[src/rtl/scanner_link_arbiter.sv]
// Round-robin arbiter that shares one serial link between two scanner units.
// Optional build macro LINK_PARITY_EN adds o_link_parity (even parity of the completed frame).
module scanner_link_arbiter #(
  parameter int FRAME_BITS = 4,
  parameter int TIMEOUT    = 64,
  parameter int CNT_W      = 7
) (
  input  logic       i_clk,
  input  logic       i_rst,
  input  logic       i_enable,
  input  logic [1:0] i_req,
  input  logic [1:0] i_scan_clk,
  input  logic [1:0] i_scan_data,
  output logic [1:0] o_ready_out,
  output logic       o_link_clk,
  output logic       o_link_data,
  output logic       o_grant_id,
  output logic       o_busy,
  output logic       o_frame_done,
  output logic       o_timeout_err
`ifdef LINK_PARITY_EN
  ,
  output logic       o_link_parity
`endif
);

  localparam int BIT_W = $clog2(FRAME_BITS + 1);

  typedef enum logic [2:0] {
    S_IDLE  = 3'd0,
    S_GRANT = 3'd1,
    S_XFER  = 3'd2,
    S_DONE  = 3'd3,
    S_ABORT = 3'd4
  } state_t;

  state_t           r_state;
  state_t           w_state_nxt;
  logic             r_grant_id;
  logic             w_grant_id_nxt;
  logic             r_ptr;
  logic [1:0]       r_scan_clk_d1;
  logic [1:0]       r_scan_clk_d2;
  logic [BIT_W-1:0] r_bit_cnt;
  logic [CNT_W-1:0] r_to_cnt;
  logic [1:0]       r_ready;
  logic             r_busy;
  logic             r_frame_done;
  logic             r_timeout_err;
  logic             w_edge;
  logic             w_bit_last;
  logic             w_to_exp;
  logic             w_active_nxt;

  // Edge is taken from the two-stage history, so it is seen one cycle after it appears
  assign w_edge       = r_scan_clk_d1[r_grant_id] & ~r_scan_clk_d2[r_grant_id];
  assign w_bit_last   = (r_bit_cnt == BIT_W'(FRAME_BITS - 1));
  assign w_to_exp     = (r_to_cnt == CNT_W'(TIMEOUT - 1));
  assign w_active_nxt = (w_state_nxt == S_GRANT) || (w_state_nxt == S_XFER);

  always_comb begin
    w_state_nxt    = r_state;
    w_grant_id_nxt = r_grant_id;
    case (r_state)
      S_IDLE: begin
        if (i_enable && (i_req != 2'b00)) begin
          w_state_nxt    = S_GRANT;
          w_grant_id_nxt = (i_req == 2'b11) ? r_ptr : i_req[1];
        end else begin
          w_state_nxt    = S_IDLE;
        end
      end
      S_GRANT: begin
        if (w_edge) begin
          w_state_nxt = w_bit_last ? S_DONE : S_XFER;
        end else if (!i_req[r_grant_id]) begin
          w_state_nxt = S_IDLE;
        end else if (w_to_exp) begin
          w_state_nxt = S_ABORT;
        end else begin
          w_state_nxt = S_GRANT;
        end
      end
      // A final edge arriving together with timeout expiry completes the frame
      S_XFER: begin
        if (w_edge) begin
          w_state_nxt = w_bit_last ? S_DONE : S_XFER;
        end else if (w_to_exp) begin
          w_state_nxt = S_ABORT;
        end else begin
          w_state_nxt = S_XFER;
        end
      end
      S_DONE:  w_state_nxt = S_IDLE;
      S_ABORT: w_state_nxt = S_IDLE;
      default: w_state_nxt = S_IDLE;
    endcase
  end

  always_ff @(posedge i_clk or negedge i_rst) begin
    if (!i_rst) begin
      r_state       <= S_IDLE;
      r_grant_id    <= 1'b0;
      r_ready       <= 2'b00;
      r_busy        <= 1'b0;
      r_frame_done  <= 1'b0;
      r_timeout_err <= 1'b0;
    end else begin
      r_state       <= w_state_nxt;
      r_grant_id    <= w_grant_id_nxt;
      r_ready       <= w_active_nxt ? (w_grant_id_nxt ? 2'b10 : 2'b01) : 2'b00;
      r_busy        <= w_active_nxt;
      r_frame_done  <= (w_state_nxt == S_DONE);
      r_timeout_err <= (w_state_nxt == S_ABORT);
    end
  end

  // The scanner just served (or stalled) drops to lower priority
  always_ff @(posedge i_clk or negedge i_rst) begin
    if (!i_rst) begin
      r_ptr <= 1'b0;
    end else if ((r_state == S_DONE) || (r_state == S_ABORT)) begin
      r_ptr <= ~r_grant_id;
    end else begin
      r_ptr <= r_ptr;
    end
  end

  always_ff @(posedge i_clk or negedge i_rst) begin
    if (!i_rst) begin
      r_scan_clk_d1 <= 2'b00;
      r_scan_clk_d2 <= 2'b00;
    end else begin
      r_scan_clk_d1 <= i_scan_clk;
      r_scan_clk_d2 <= r_scan_clk_d1;
    end
  end

  always_ff @(posedge i_clk or negedge i_rst) begin
    if (!i_rst) begin
      r_bit_cnt <= '0;
      r_to_cnt  <= '0;
    end else if ((r_state == S_GRANT) || (r_state == S_XFER)) begin
      if (w_edge) begin
        r_bit_cnt <= r_bit_cnt + BIT_W'(1);
        r_to_cnt  <= '0;
      end else begin
        r_to_cnt  <= r_to_cnt + CNT_W'(1);
      end
    end else begin
      r_bit_cnt <= '0;
      r_to_cnt  <= '0;
    end
  end

  always_comb begin
    o_link_clk  = 1'b0;
    o_link_data = 1'b0;
    if (r_busy) begin
      o_link_clk  = i_scan_clk[r_grant_id];
      o_link_data = i_scan_data[r_grant_id];
    end else begin
      o_link_clk  = 1'b0;
      o_link_data = 1'b0;
    end
  end

  assign o_ready_out   = r_ready;
  assign o_grant_id    = r_grant_id;
  assign o_busy        = r_busy;
  assign o_frame_done  = r_frame_done;
  assign o_timeout_err = r_timeout_err;

`ifdef LINK_PARITY_EN
  logic [1:0] r_scan_data_d1;
  logic       r_parity;

  // Data is delayed to stay aligned with the delayed clock used for edge detection
  always_ff @(posedge i_clk or negedge i_rst) begin
    if (!i_rst) begin
      r_scan_data_d1 <= 2'b00;
    end else begin
      r_scan_data_d1 <= i_scan_data;
    end
  end

  always_ff @(posedge i_clk or negedge i_rst) begin
    if (!i_rst) begin
      r_parity <= 1'b0;
    end else if ((r_state == S_IDLE) && (w_state_nxt == S_GRANT)) begin
      r_parity <= 1'b0;
    end else if (r_state == S_ABORT) begin
      r_parity <= 1'b0;
    end else if (w_edge && ((r_state == S_GRANT) || (r_state == S_XFER))) begin
      r_parity <= r_parity ^ r_scan_data_d1[r_grant_id];
    end else begin
      r_parity <= r_parity;
    end
  end

  assign o_link_parity = r_parity;
`endif

endmodule
[config.mk]
export PLATFORM = sky130hd
export DESIGN_NAME = scanner_link_arbiter
export DESIGN_NICKNAME = d
export VERILOG_FILES = /design/src/rtl/scanner_link_arbiter.sv
export SDC_FILE = /design/constraint.sdc
export NUM_CORES = 1
export LEC_CHECK = 0
export CORE_MARGIN = 4
export CORE_UTILIZATION = 46
export DETAILED_ROUTE_END_ITERATION = 7
export DONT_BUFFER_PORTS = 1
export PLACE_DENSITY = 0.59
export SYNTH_ARGS = -nofsm -noshare
export SYNTH_HDL_FRONTEND = slang
export SYNTH_SLANG_ARGS = --single-unit
[constraint.sdc]
create_clock -name i_clk -period 3.1 [get_ports i_clk]
set_input_delay 0.31 -clock i_clk [delete_from_list [all_inputs] [get_ports i_clk]]
set_output_delay 0.31 -clock i_clk [all_outputs]
set_load 0.005 [all_outputs]
==> flow_summary_export.csv, run 1 <==
group,metric,value,unit
clocking,cts_tree,"yes",
logic_synthesis,syn_area_per_cell,11.3,um2
drt,totalWireLength,1.83,mm
logic_synthesis,synth-warning-count,0,
sta,worst_pin_slew,0.550,ns
floorplanning,core,2250,um2
logic_synthesis,synthesis.nets,111,
sta,maxClockFrequency,0.513,GHz
setup_path,cp.arrival,2.21,ns
grt,grt-ovfl-total,0,
setup_path,crit_cells,5,
clocking,insertion_delay,0.31,ns
clocking,cts_root_buffer,"clkbuf_4",
logic_synthesis,ys_types,35,
setup_path,r2r-end,"o_ready_out[1]",
clocking,clockBufferDepth,2,
drt,drt-vias-per-instance,5.32,
sta,setup_viol,0,
grt,track_usage,0.126,
placed_design,preCtsSetupSlack,1.17,ns
logic_synthesis,synth_top_flop_cell,"dfrtp_1",
logic_synthesis,synthArstFlopShare,1.00,
clocking,cts_setup_buffers,0,
drt,drt-initial-drc-count,17,
setup_path,critPathCaptureType,"flip-flop",
sta,skew,0.00633,ns
logic_synthesis,synth_area,1120,um2
setup_path,crit_type,"flip-flop to flip-flop",
setup_path,r2r_cells,5,
sta,drv_slew,0,
clocking,cts_sinks,24,
clocking,htreeDepth,1,
pwr,power_density,800,nW/um2
grt,grt_pass1_wl,3.26,mm
setup_path,critPathMaxStageDelay,0.54,ns
sta,rsz0062_at_grt,"no",
setup_path,crit_path_max_fanout,9,
grt,grt_max_degree,25,
sta,finalCritPeriodShare,0.629,
drt,dr.pass1.iters,4,
setup_path,start_kind,"flip-flop",
drt,vias,691,
finish,n_antenna_cell,0,
floorplanning,io_pins,17,
sta,maxSlewHeadroom,0.628,
pwr,p_leak,0.529,nW
floorplanning,die_x,57.3,um
grt,grt_pass1_vias,741,
placed_design,dp_hpwl,1.31,mm
sta,fin_setup_tns,0,ns
logic_synthesis,ys_ff_latch,24,
setup_path,critPathSlowestCell,"dfrtp_1",
logic_synthesis,synth_edf_count,0,
placed_design,gp_congestion,0.726,
setup_path,path_delay_family,"compound AO/OA/AOI/OAI gates",
sta,setup_ws,1.15,ns
clocking,cts_buffers,3,
setup_path,rr_startpoint,"o_grant_id",
floorplanning,die_height,57.3,um
floorplanning,initial_core_util,0.496,
flow_run,maxCapViolCount,0,
pwr,ir_worst_vdd,0.000452,V
placed_design,portBuffers,0,
logic_synthesis,yosysSeqAreaShare,0.538,
worst_hold_path,min-delay-path-class,"primary input to flip-flop",
clocking,clk_pin_slew_worst_paths,0.14,ns
finish,layout_commonest_cell,"dfrtp_1",
setup_path,r2r_slack,1.15,ns
logic_synthesis,synthCells,99,
setup_path,crit_chain,"or3b_4, a2111oi_4, a311oi_2, a31oi_2, and2_1",
sta,hold_viol_final,0,
drt,postRouteAntennaNets,0,
sta,min_period,1.95,ns
grt,antenna_found_initial,0,
finish,nNetsFinal,115,
setup_path,crit_path_end,"o_ready_out[1]",
floorplanning,std_cell_rows,17,
setup_path,crit_buf_inv,0,
finish,drive_above_1_share,0.118,
finish,layout_common_cells,"dfrtp_1, nor2_1, nand2_1, inv_1",
setup_path,critical_path_required,3.36,ns
drt,route.detailed.drc,0,
drt,routedWlPerCell,14.1,um
finish,area_growth,9.74,%
clocking,post_cts_resized,0,
setup_path,critPathLaunch,"o_grant_id",
floorplanning,die-area,3280,um2
worst_hold_path,hp-start,"i_req[0]",
run_status,status,"complete, no violations",
[state kept, by name, summed over array words and instances (netlist names)]
| register | flops |
|---|---|
| o_busy | 1 |
| o_frame_done | 1 |
| o_grant_id | 1 |
| o_ready_out | 2 |
| o_timeout_err | 1 |
| r_bit_cnt | 3 |
| r_ptr | 1 |
| r_scan_clk_d1 | 2 |
| r_scan_clk_d2 | 2 |
| r_state | 3 |
| r_to_cnt | 7 |
[metrics by stage]
stage | std cells | utilization | hold WS [ns] | instance area, um2 | power (mW)
finish | 130 | 0.544 | 0.125 | 1230 | 0.981
global placement | 122 | 0.498 | 0.0150 | 1120 | 0.753
CTS | 130 | 0.544 | 0.112 | 1230 | 0.999
floorplan | 99 | - | 0.0144 | 1120 | 0.721
global route | 130 | 0.544 | 0.102 | 1230 | 1.06
detailed placement | 122 | 0.498 | 0.0150 | 1120 | 0.757
[kinds of logic (layout without fill, tap and decap cells)]
group | Yosys count | in the layout | synth area share
buffers and inverters | 10 | 13 | 0.0426
adder cells (fa/ha/maj) | 3 | 3 | 0.0336
XOR/XNOR | 6 | 6 | 0.0470
multiplexers | 5 | 5 | 0.0459
AO/OA/AOI/OAI | 14 | 14 | 0.114
flip-flops | 24 | 24 | 0.538
AND/OR/NAND/NOR | 37 | 37 | 0.179
[report_power, final]
part	total, mW	internal [mW]	switching (mW)
combinational	0.296	0.140	0.156
sequential	0.461	0.379	0.0822
clock	0.224	0.131	0.0935
[worst min path at each step]
stage                 end  slack (ns)  depth (start not counted)
3_5_place_dp        r_ptr        0.01                          0
3_3_place_gp        r_ptr        0.01                          0
4_1_cts        o_grant_id        0.11                          1
6_report       o_grant_id        0.13                          1
5_1_grt        o_grant_id        0.10                          1
2_1_floorplan      o_busy        0.01                          0
[Yosys cell counts (all sizes together), types with 2 or more instances]
cell    instances  area share
a21oi           2      0.0090
mux2i           4       0.036
inv             5       0.017
dfrtp          24        0.54
nand3           3       0.013
xor2            2       0.016
xnor2           4       0.031
ha              3       0.034
nor4b           3       0.024
nor2b           2       0.011
or2             2       0.011
a211oi          2       0.013
clkbuf          2      0.0067
o21ai           2      0.0090
nor2           12       0.040
nand2           7       0.024
buf             3       0.019
a31oi           2       0.017
[cell type report]
| cell class | instances | area, um2 |
|---|---|---|
| Fill cell | 216 | 1030 |
| Sequential cell | 24 | 601 |
| Multi-Input combinational cell | 65 | 469 |
| Timing Repair Buffer | 4 | 50.0 |
| Tap cell | 28 | 35.0 |
| Clock inverter | 1 | 30.0 |
| Clock buffer | 3 | 22.5 |
| Inverter | 5 | 18.8 |
[repair_timing]
item                                    CTS  global route
endpoints found under the setup margin    0             0
hold endpoints to repair                 26             0
hold buffers                              4             0
[worst reg2reg max path, delay by kind of cell, from the launching register on]
family / cells / cell delay, ns
AOI/OAI and AO/OA: 3 / 0.75
and+or+nand+nor: 2 / 0.63
DFF: 1 / 0.54
[per-layer routing]
metal	vias up	GRT usage	share of wire
met1	330	0.153	0.46
met4	0	0.0596	0.0093
met5	-	0	0
met3	2	0.0226	0.035
li1	348	-	-
met2	11	0.215	0.50
Note: power is estimated with default switching activity, not from simulation.
==> run 2, diff against run 1 <==
- clock period: 3.1 -> 1.9 ns (I/O delays scaled with it)
==> flow_summary_export.csv, run 2 (synthesis gave the netlist of run 1 again) <==
group,metric,value,unit
grt,grt_max_degree,25,
drt,drt-vias-per-instance,5.39,
finish,largest_reg_flops,7,
worst_hold_path,min-delay-path-class,"primary input to flip-flop",
drt,postRouteAntennaNets,0,
drt,totalWireLength,1.85,mm
finish,nNetsFinal,120,
pwr,ir_worst_vdd,0.000723,V
run_status,status,"complete, no violations",
setup_path,critPathCaptureType,"flip-flop",
sta,whs,0.0182,ns
grt,grt_pass1_wl,3.08,mm
clocking,clockBufferDepth,2,
floorplanning,io_pins,17,
setup_path,critical_path_required,2.16,ns
clocking,cts_tree,"yes",
finish,area_growth,13.0,%
floorplanning,std_cell_rows,17,
clocking,cts_root_buffer,"clkbuf_4",
grt,grt_pass1_vias,733,
clocking,clk_pin_slew_worst_paths,0.13,ns
sta,setup_viol,0,
pwr,p_leak,0.554,nW
placed_design,preCtsSetupSlack,0.0830,ns
grt,track_usage,0.121,
sta,worst_pin_slew,1.06,ns
clocking,cts_buffers,3,
setup_path,crit_chain,"or3b_4, a2111oi_4, a311oi_2, a31oi_2, and2b_1",
clocking,htreeDepth,1,
floorplanning,die_x,57.3,um
floorplanning,die-area,3280,um2
finish,drive_above_1_share,0.178,
setup_path,crit_path_max_fanout,4,
setup_path,start_kind,"flip-flop",
drt,route.detailed.drc,0,
placed_design,portBuffers,0,
sta,setup_ws,0.105,ns
floorplanning,core,2250,um2
setup_path,crit_type,"flip-flop to flip-flop",
grt,grt-ovfl-total,0,
setup_path,path_delay_family,"compound AO/OA/AOI/OAI gates",
sta,finalCritPeriodShare,0.945,
sta,drv_slew,0,
setup_path,critPathSlowestCell,"a2111oi_4",
placed_design,dp_hpwl,1.37,mm
sta,fin_setup_tns,0,ns
finish,fin_util,0.560,
pwr,power_density,1320,nW/um2
finish,top_register,"r_to_cnt",
finish,layout_commonest_cell,"dfrtp_1",
sta,min_period,1.79,ns
clocking,insertion_delay,0.30,ns
flow_run,maxCapViolCount,0,
floorplanning,initial_core_util,0.496,
drt,vias,728,
finish,n_antenna_cell,0,
sta,hold_viol_final,0,
floorplanning,die_height,57.3,um
drt,routedWlPerCell,13.7,um
placed_design,gp_congestion,0.776,
drt,drt-initial-drc-count,5,
sta,skew,0.00559,ns
sta,maxSlewHeadroom,0.292,
setup_path,cp.arrival,2.05,ns
setup_path,critPathMaxStageDelay,0.46,ns
clocking,cts_sinks,24,
sta,rsz0062_at_grt,"no",
setup_path,crit_buf_inv,0,
drt,dr.pass1.iters,4,
grt,antenna_found_initial,0,
finish,top_regs,"r_to_cnt: 7 flops, r_bit_cnt: 3 flops, r_state: 3 flops",
finish,layout_common_cells,"dfrtp_1, nor2_1, nand2_1, buf_4, inv_1",
sta,maxClockFrequency,0.557,GHz
==> run 2: cell types whose count changed in the layout (fill, tap and decap cells not counted), sizes merged <==
| cell | delta |
|---|---|
| buf | +5 |
==> run 2: cell type report <==
cell class                 instances  area [um2]
clock buffer                       3        22.5
clock inverter                     1        30.0
fill                             201         992
inverter                           5        18.8
multi-input combinational         65         480
sequential                        24         601
tap                               28        35.0
timing repair buffer               9        75.1
==> run 2: metrics by stage <==
| step | area, um2 | power, mW | std cells |
|---|---|---|---|
| 6_report | 1260 | 1.67 | 135 |
| 5_1_grt | 1260 | 1.79 | 135 |
| 4_1_cts | 1240 | 1.66 | 133 |
| 3_5_place_dp | 1150 | 1.28 | 126 |
| 3_3_place_gp | 1150 | 1.27 | 126 |
| 2_1_floorplan | 1120 | 1.18 | 99 |
==> run 2: final timing paths <==
| check | endpoint | slack (ns) | cells past startpoint | start |
|---|---|---|---|---|
| max in group asynchronous | r_bit_cnt[1] | 0.76 | 1 | i_rst |
| min in group asynchronous | o_busy | 0.51 | 1 | i_rst |
| worst min register to register | r_scan_clk_d2[0] | 0.39 | 0 | r_scan_clk_d1[0] |
| worst max register to register | o_ready_out[0] | 0.11 | 5 | o_grant_id |
| worst min-delay path | o_grant_id | 0.02 | 1 | i_req[0] |
| worst max-delay path | o_ready_out[0] | 0.11 | 5 | o_grant_id |
==> run 2: what timing repair did <==
item | 4_1_cts | 5_1_grt
endpoints found under the setup margin | 0 | 2
gates resized for setup | 0 | 2
endpoints found under the hold margin | 26 | 0
setup buffers | 0 | 2
hold buffers | 3 | 0
==> run 2: report_power, final <==
part	leakage (nW)	total (mW)	internal [mW]	switching, mW
clock	0.0279	0.358	0.213	0.145
sequential	0.313	0.736	0.619	0.117
combinational	0.213	0.575	0.281	0.295
==> run 2: per-layer routing <==
layer	share of wire	up-vias	GRT usage
met4	0.012	0	0.0563
met1	0.45	352	0.152
met3	0.044	4	0.0249
met5	0	-	0
li1	-	357	-
met2	0.50	15	0.199
